**src/rtl/seq_frame_pkg.sv**
```systemverilog
// Shared definitions for the serial frame transmitter: state encoding,
// the default preamble pattern and a small sizing helper.
package seq_frame_pkg;

    typedef enum logic [1:0] {
        IDLE = 2'd0,
        PRE  = 2'd1,
        PAY  = 2'd2,
        GAP  = 2'd3
    } state_t;

    localparam logic [4:0] DEFAULT_PREAMBLE = 5'b11101;

    function automatic int max3(input int a, input int b, input int c);
        int m;
        m = a;
        if (b > m) m = b;
        if (c > m) m = c;
        return m;
    endfunction

endpackage

```
**src/rtl/seq_frame_tx_if.sv**
```systemverilog
// Load handshake and serial output bundle of the frame transmitter.
interface seq_frame_tx_if #(
    parameter int DATA_W = 8
);
    logic              load_valid;
    logic [DATA_W-1:0] load_data;
    logic              load_ready;
    logic              dataout;
    logic              busy;
    logic              frame_done;

    modport master (
        output load_valid, load_data,
        input  load_ready, dataout, busy, frame_done
    );

    modport slave (
        input  load_valid, load_data,
        output load_ready, dataout, busy, frame_done
    );
endinterface

```
**src/rtl/seq_frame_tx.sv**
```systemverilog
// Serial frame transmitter: preamble, MSB-first payload, then trailing zeros.
// One frame per accepted payload word; all outputs registered.
module seq_frame_tx
    import seq_frame_pkg::*;
#(
    parameter int                DATA_W   = 8,
    parameter int                PRE_W    = 5,
    parameter logic [PRE_W-1:0]  PREAMBLE = PRE_W'(DEFAULT_PREAMBLE),
    parameter int                GAP_LEN  = 1
) (
    input  logic          clock,
    input  logic          reset,
    seq_frame_tx_if.slave bus
);

    localparam int SR_W    = PRE_W + DATA_W;
    localparam int MAX_LEN = max3(PRE_W, DATA_W, GAP_LEN);
    localparam int CNT_W   = (MAX_LEN > 1) ? $clog2(MAX_LEN) : 1;

    state_t            state;
    logic [CNT_W-1:0]  cnt;
    logic [SR_W-1:0]   shreg;
    logic [SR_W-1:0]   frame_word;
    logic              handshake;

    // Preamble and payload share one shifter, so PRE and PAY both emit its MSB.
    assign frame_word = {PREAMBLE, bus.load_data};
    assign handshake  = bus.load_valid && bus.load_ready;

    always_ff @(posedge clock or negedge reset) begin
        if (!reset) begin
            state          <= IDLE;
            cnt            <= '0;
            shreg          <= '0;
            bus.dataout    <= 1'b0;
            bus.busy       <= 1'b0;
            bus.frame_done <= 1'b0;
            bus.load_ready <= 1'b1;
        end else begin
            case (state)
                IDLE: begin
                    if (handshake) begin
                        state          <= PRE;
                        cnt            <= CNT_W'(PRE_W - 1);
                        bus.dataout    <= frame_word[SR_W-1];
                        shreg          <= {frame_word[SR_W-2:0], 1'b0};
                        bus.busy       <= 1'b1;
                        bus.load_ready <= 1'b0;
                    end
                end
                PRE, PAY: begin
                    if (cnt != '0) begin
                        cnt         <= cnt - 1'b1;
                        bus.dataout <= shreg[SR_W-1];
                        shreg       <= {shreg[SR_W-2:0], 1'b0};
                    end else if (state == PRE) begin
                        state       <= PAY;
                        cnt         <= CNT_W'(DATA_W - 1);
                        bus.dataout <= shreg[SR_W-1];
                        shreg       <= {shreg[SR_W-2:0], 1'b0};
                    end else begin
                        state          <= GAP;
                        cnt            <= CNT_W'(GAP_LEN - 1);
                        bus.dataout    <= 1'b0;
                        bus.frame_done <= (GAP_LEN == 1);
                    end
                end
                GAP: begin
                    if (cnt != '0) begin
                        cnt            <= cnt - 1'b1;
                        bus.frame_done <= (cnt == CNT_W'(1));
                    end else begin
                        state          <= IDLE;
                        cnt            <= '0;
                        bus.busy       <= 1'b0;
                        bus.frame_done <= 1'b0;
                        bus.load_ready <= 1'b1;
                    end
                end
                default: begin
                    state          <= IDLE;
                    cnt            <= '0;
                    bus.dataout    <= 1'b0;
                    bus.busy       <= 1'b0;
                    bus.frame_done <= 1'b0;
                    bus.load_ready <= 1'b1;
                end
            endcase
        end
    end

endmodule

```
**src/flat_wrapper.sv**
```systemverilog
// flat-port wrapper written by rule: the top's interface ports become plain ports
module seq_frame_tx_flat import seq_frame_pkg::*;
#(
    parameter int                DATA_W   = 8,
    parameter int                PRE_W    = 5,
    parameter logic [PRE_W-1:0]  PREAMBLE = PRE_W'(DEFAULT_PREAMBLE),
    parameter int                GAP_LEN  = 1
)
  (clock, reset, bus_load_valid, bus_load_data, bus_load_ready, bus_dataout, bus_busy, bus_frame_done);
  seq_frame_tx_if #(.DATA_W(DATA_W)) bus_i ();
  input  logic clock;
  input  logic reset;
  input wire logic [$bits(bus_i.load_valid)-1:0] bus_load_valid;
  input wire logic [$bits(bus_i.load_data)-1:0] bus_load_data;
  output wire logic [$bits(bus_i.load_ready)-1:0] bus_load_ready;
  output wire logic [$bits(bus_i.dataout)-1:0] bus_dataout;
  output wire logic [$bits(bus_i.busy)-1:0] bus_busy;
  output wire logic [$bits(bus_i.frame_done)-1:0] bus_frame_done;
  assign bus_i.load_valid = bus_load_valid;
  assign bus_i.load_data = bus_load_data;
  assign bus_load_ready = bus_i.load_ready;
  assign bus_dataout = bus_i.dataout;
  assign bus_busy = bus_i.busy;
  assign bus_frame_done = bus_i.frame_done;
  seq_frame_tx #(.DATA_W(DATA_W), .PRE_W(PRE_W), .PREAMBLE(PREAMBLE), .GAP_LEN(GAP_LEN)) u_core (.clock(clock), .reset(reset), .bus(bus_i));
endmodule
```
**config.mk**
```make
export PLATFORM = sky130hd
export DESIGN_NAME = seq_frame_tx_flat
export DESIGN_NICKNAME = d
export VERILOG_FILES = /design/src/rtl/seq_frame_pkg.sv /design/src/rtl/seq_frame_tx_if.sv /design/src/rtl/seq_frame_tx.sv /design/src/flat_wrapper.sv
export SDC_FILE = /design/constraint.sdc
export NUM_CORES = 1
export LEC_CHECK = 0
export CAP_MARGIN = 20
export CORE_ASPECT_RATIO = 0.8
export CORE_UTILIZATION = 57
export DETAILED_ROUTE_END_ITERATION = 16
export PLACE_DENSITY = 0.82
export SETUP_SLACK_MARGIN = 0.4
export SYNTH_ARGS = -nofsm -noshare
export SYNTH_HDL_FRONTEND = slang
export SYNTH_SLANG_ARGS = --single-unit
```
**constraint.sdc**
```tcl
create_clock -name clock -period 2.88 [get_ports clock]
set_clock_uncertainty 0.2 [all_clocks]
set_input_delay 0.576 -clock clock [delete_from_list [all_inputs] [get_ports clock]]
set_output_delay 0.576 -clock clock [all_outputs]
set_load 0.02 [all_outputs]
```
==> flow_metrics.env <==
export IMPL_end_kind="output pin"
export IMPL_drive_gt1_share_pct=14.1
export IMPL_ir_drop_mv=1.03
export IMPL_path_class="reg -> out"
export IMPL_power_frac_seq_pct=31.8
export IMPL_p_int_w=0.000920
export IMPL_dr_pass1_iters=10
export IMPL_power_frac_clock_pct=8.7
export IMPL_die_height_um=42.2
export IMPL_first_global_vias=790
export IMPL_cts_tree="yes"
export IMPL_fin_crit_sh_pct=79.8
export IMPL_crit_arrival_ns=1.52
export IMPL_final_hold_violation_count=0
export IMPL_power_w=0.00168
export IMPL_cts_buffers=3
export IMPL_cts_sinks=21
export IMPL_tightest_slew_ns=0.686
export IMPL_ys_seq_area_share_pct=45.7
export IMPL_hold_buffers=0
export IMPL_wirelength_um=2120
export IMPL_area_growth_pct=14.4
export IMPL_fin_area_um2=1320
export IMPL_cts_resized_gates=0
export IMPL_p_leak_nw=0.576
export IMPL_die_area_um2=2210
export IMPL_cp_max_fo=5
export IMPL_slew_viol_final=0
export IMPL_final_core_util_pct=69.7
export IMPL_hpwl_um=1550
export IMPL_cts_buffer_depth=2
export IMPL_grt_first_pass_wirelength_um=3660
export IMPL_rows=14
export IMPL_fin_setup_tns_ns=0
export IMPL_violations="DRC"
export IMPL_crit_path_cell_trace="clkdlybuf4s50_1"
export IMPL_regArea_um2=527
export IMPL_multi_input_area_um2=546
export IMPL_cp_required_ns=2.10
export IMPL_maxCapViolCount=0
export IMPL_clk_latency_ns=0.32
export IMPL_syn_cell_area_um2=1150
export IMPL_vias=826
export IMPL_overflow=0
export IMPL_yosys_warnings=0
export IMPL_power_density_nw_per_um2=1270
export IMPL_routedWlPerCell_um=14.0
export IMPL_postPlaceCellArea_um2=1290
export IMPL_portBuffers=14
export IMPL_diodes=0
export IMPL_io_pins=15
export IMPL_cts_max_level=1
export IMPL_place_gp_congestion=0.880
export IMPL_drt_iter0_drc=20
export IMPL_sw_frac_of_total_pct=45.1
export IMPL_period_needed_ns=2.30
export IMPL_synth_seq_cells=21
export IMPL_syn_avg_cell_area_um2=10.2
export IMPL_fillCellCount=144
export IMPL_start_util_pct=60.9
export IMPL_viasPerCell=5.43
export IMPL_max_freq_mhz=435
export IMPL_final_common_cell="dfrtp_1"
export IMPL_die_w_um=52.3
export IMPL_hold_path_class="reg -> reg"
export IMPL_slowest_delay_ns=0.62
export IMPL_crit_family="buffers and inverters"
export IMPL_setup_worst_path_start_class="flip-flop"
export IMPL_cts_clk_slew_worst_paths_ns=0.13
export IMPL_synth_cells=113
export IMPL_grt_start_max_net_pins=25
export IMPL_rsz0062_at_grt="false"
export IMPL_drc=1
export IMPL_slowest_stage="clkdlybuf4s50_1"
export IMPL_postCtsSetupRepairBufs=0
export IMPL_slew_headroom_pct=54.3
export IMPL_grt_usage_pct=23.4
export IMPL_syn_nets=131
export IMPL_fin_nets=147
export IMPL_antenna_left=0
export IMPL_status="complete, but fails checks"
export IMPL_cts_root_buf="clkbuf_4"
export IMPL_path_buf_inv=1
export IMPL_setup_viol=0
export IMPL_core_um2=1890
export IMPL_synth_distinct_cells=25
export IMPL_share_comb_of_total_power_pct=59.5
export IMPL_layout_common_cells="20 x dfrtp_1, 16 x nor2_1, 14 x clkdlybuf4s50_1, 9 x inv_1, 8 x a21oi_2"
export IMPL_p_sw_w=0.000757
export IMPL_antenna_found_initial=0
## power groups by stage
stage / logic [W] / registers (W) / clock network, W
2_1_floorplan: 0.000844 / 0.000538 / 0
3_3_place_gp: 0.000960 / 0.000529 / 0
3_5_place_dp: 0.00100 / 0.000538 / 0
4_1_cts: 0.00100 / 0.000531 / 0.000149
5_1_grt: 0.00111 / 0.000548 / 0.000160
6_report: 0.000997 / 0.000533 / 0.000146
## state kept, by name (all words and copies together) (netlist names)
name / flops
u_core.state: 2
u_core.shreg: 12
u_core.bus.busy: 1
u_core.bus.load_ready: 1
u_core.bus.dataout: 1
u_core.bus.frame_done: 1
u_core.cnt: 3
## kinds of logic after synthesis
| logic type | Yosys count | share of synthesized area, % |
|---|---|---|
| adders and majority gates | 7 | 7.60 |
| muxes | 7 | 6.08 |
| buffers and inverters | 14 | 6.95 |
| DFF | 21 | 45.7 |
| AOI/OAI and AO/OA | 35 | 22.6 |
| and+or+nand+nor | 29 | 11.1 |
## routing by layer
metal | up-vias | wire length [um] | global-route usage [%]
li1 | 416 | - | -
met1 | 387 | 1010 | 34.3
met2 | 23 | 1010 | 33.1
met3 | 0 | 97 | 6.88
met4 | 0 | 0 | 7.89
met5 | - | 0 | 0
## layout make-up
type / instances / area share, %
tap: 24 / 2.28
inverter: 9 / 2.56
clock inverter: 1 / 0.380
timing repair buffer: 16 / 11.8
sequential: 21 / 39.9
multi-input combinational: 78 / 41.4
clock buffer: 3 / 1.71
## synthesized netlist by cell type
cell | number | share of area [%]
dfstp_2 | 1 | 2.3
nor2b_1 | 1 | 0.54
mux2i_1 | 7 | 6.1
a22o_1 | 2 | 1.5
nand3_1 | 1 | 0.43
a21oi_1 | 7 | 3.0
dfrtp_1 | 20 | 43
a31oi_1 | 6 | 3.3
nand2_1 | 6 | 2.0
nand2b_1 | 3 | 1.6
o32a_1 | 1 | 0.87
clkbuf_8 | 1 | 1.2
buf_6 | 2 | 2.0
a211oi_1 | 1 | 0.65
o21ai_1 | 1 | 0.43
a211oi_4 | 1 | 1.7
ha_1 | 7 | 7.6
inv_1 | 9 | 2.9
nand3b_1 | 2 | 1.3
a21boi_4 | 1 | 1.6
o21ai_0 | 6 | 2.6
buf_2 | 2 | 0.87
o21ai_2 | 1 | 0.76
a21oi_2 | 8 | 6.1
nor2_1 | 16 | 5.2
## final timing paths
check                                                        from                           endpoint  slack [ns]  cells past startpoint
max in group asynchronous                                   reset  u_core.bus.load_ready$_DFFE_PN1P_        1.81                      2
worst min-delay path                    u_core.cnt[1]$_DFFE_PN0P_          u_core.cnt[1]$_DFFE_PN0P_        0.32                      1
worst min register to register          u_core.cnt[1]$_DFFE_PN0P_          u_core.cnt[1]$_DFFE_PN0P_        0.32                      1
min in group asynchronous                                   reset  u_core.bus.frame_done$_DFFE_PN0P_        0.38                      2
worst max-delay path            u_core.bus.load_ready$_DFFE_PN1P_                     bus_load_ready        0.58                      1
worst max register to register        u_core.state[0]$_DFFE_PN0P_          u_core.cnt[1]$_DFFE_PN0P_        0.69                      5
## through the flow
stage | setup slack [ns] | hold WS [ns] | instances
final | 0.582 | 0.323 | 152
after global routing | 0.471 | 0.343 | 152
after CTS | 0.572 | 0.326 | 152
after detailed placement | 0.634 | 0.298 | 148
after global placement | 0.679 | 0.299 | 148
after floorplan | 1.10 | 0.0804 | 113
Power figures use the tool's default switching activity.
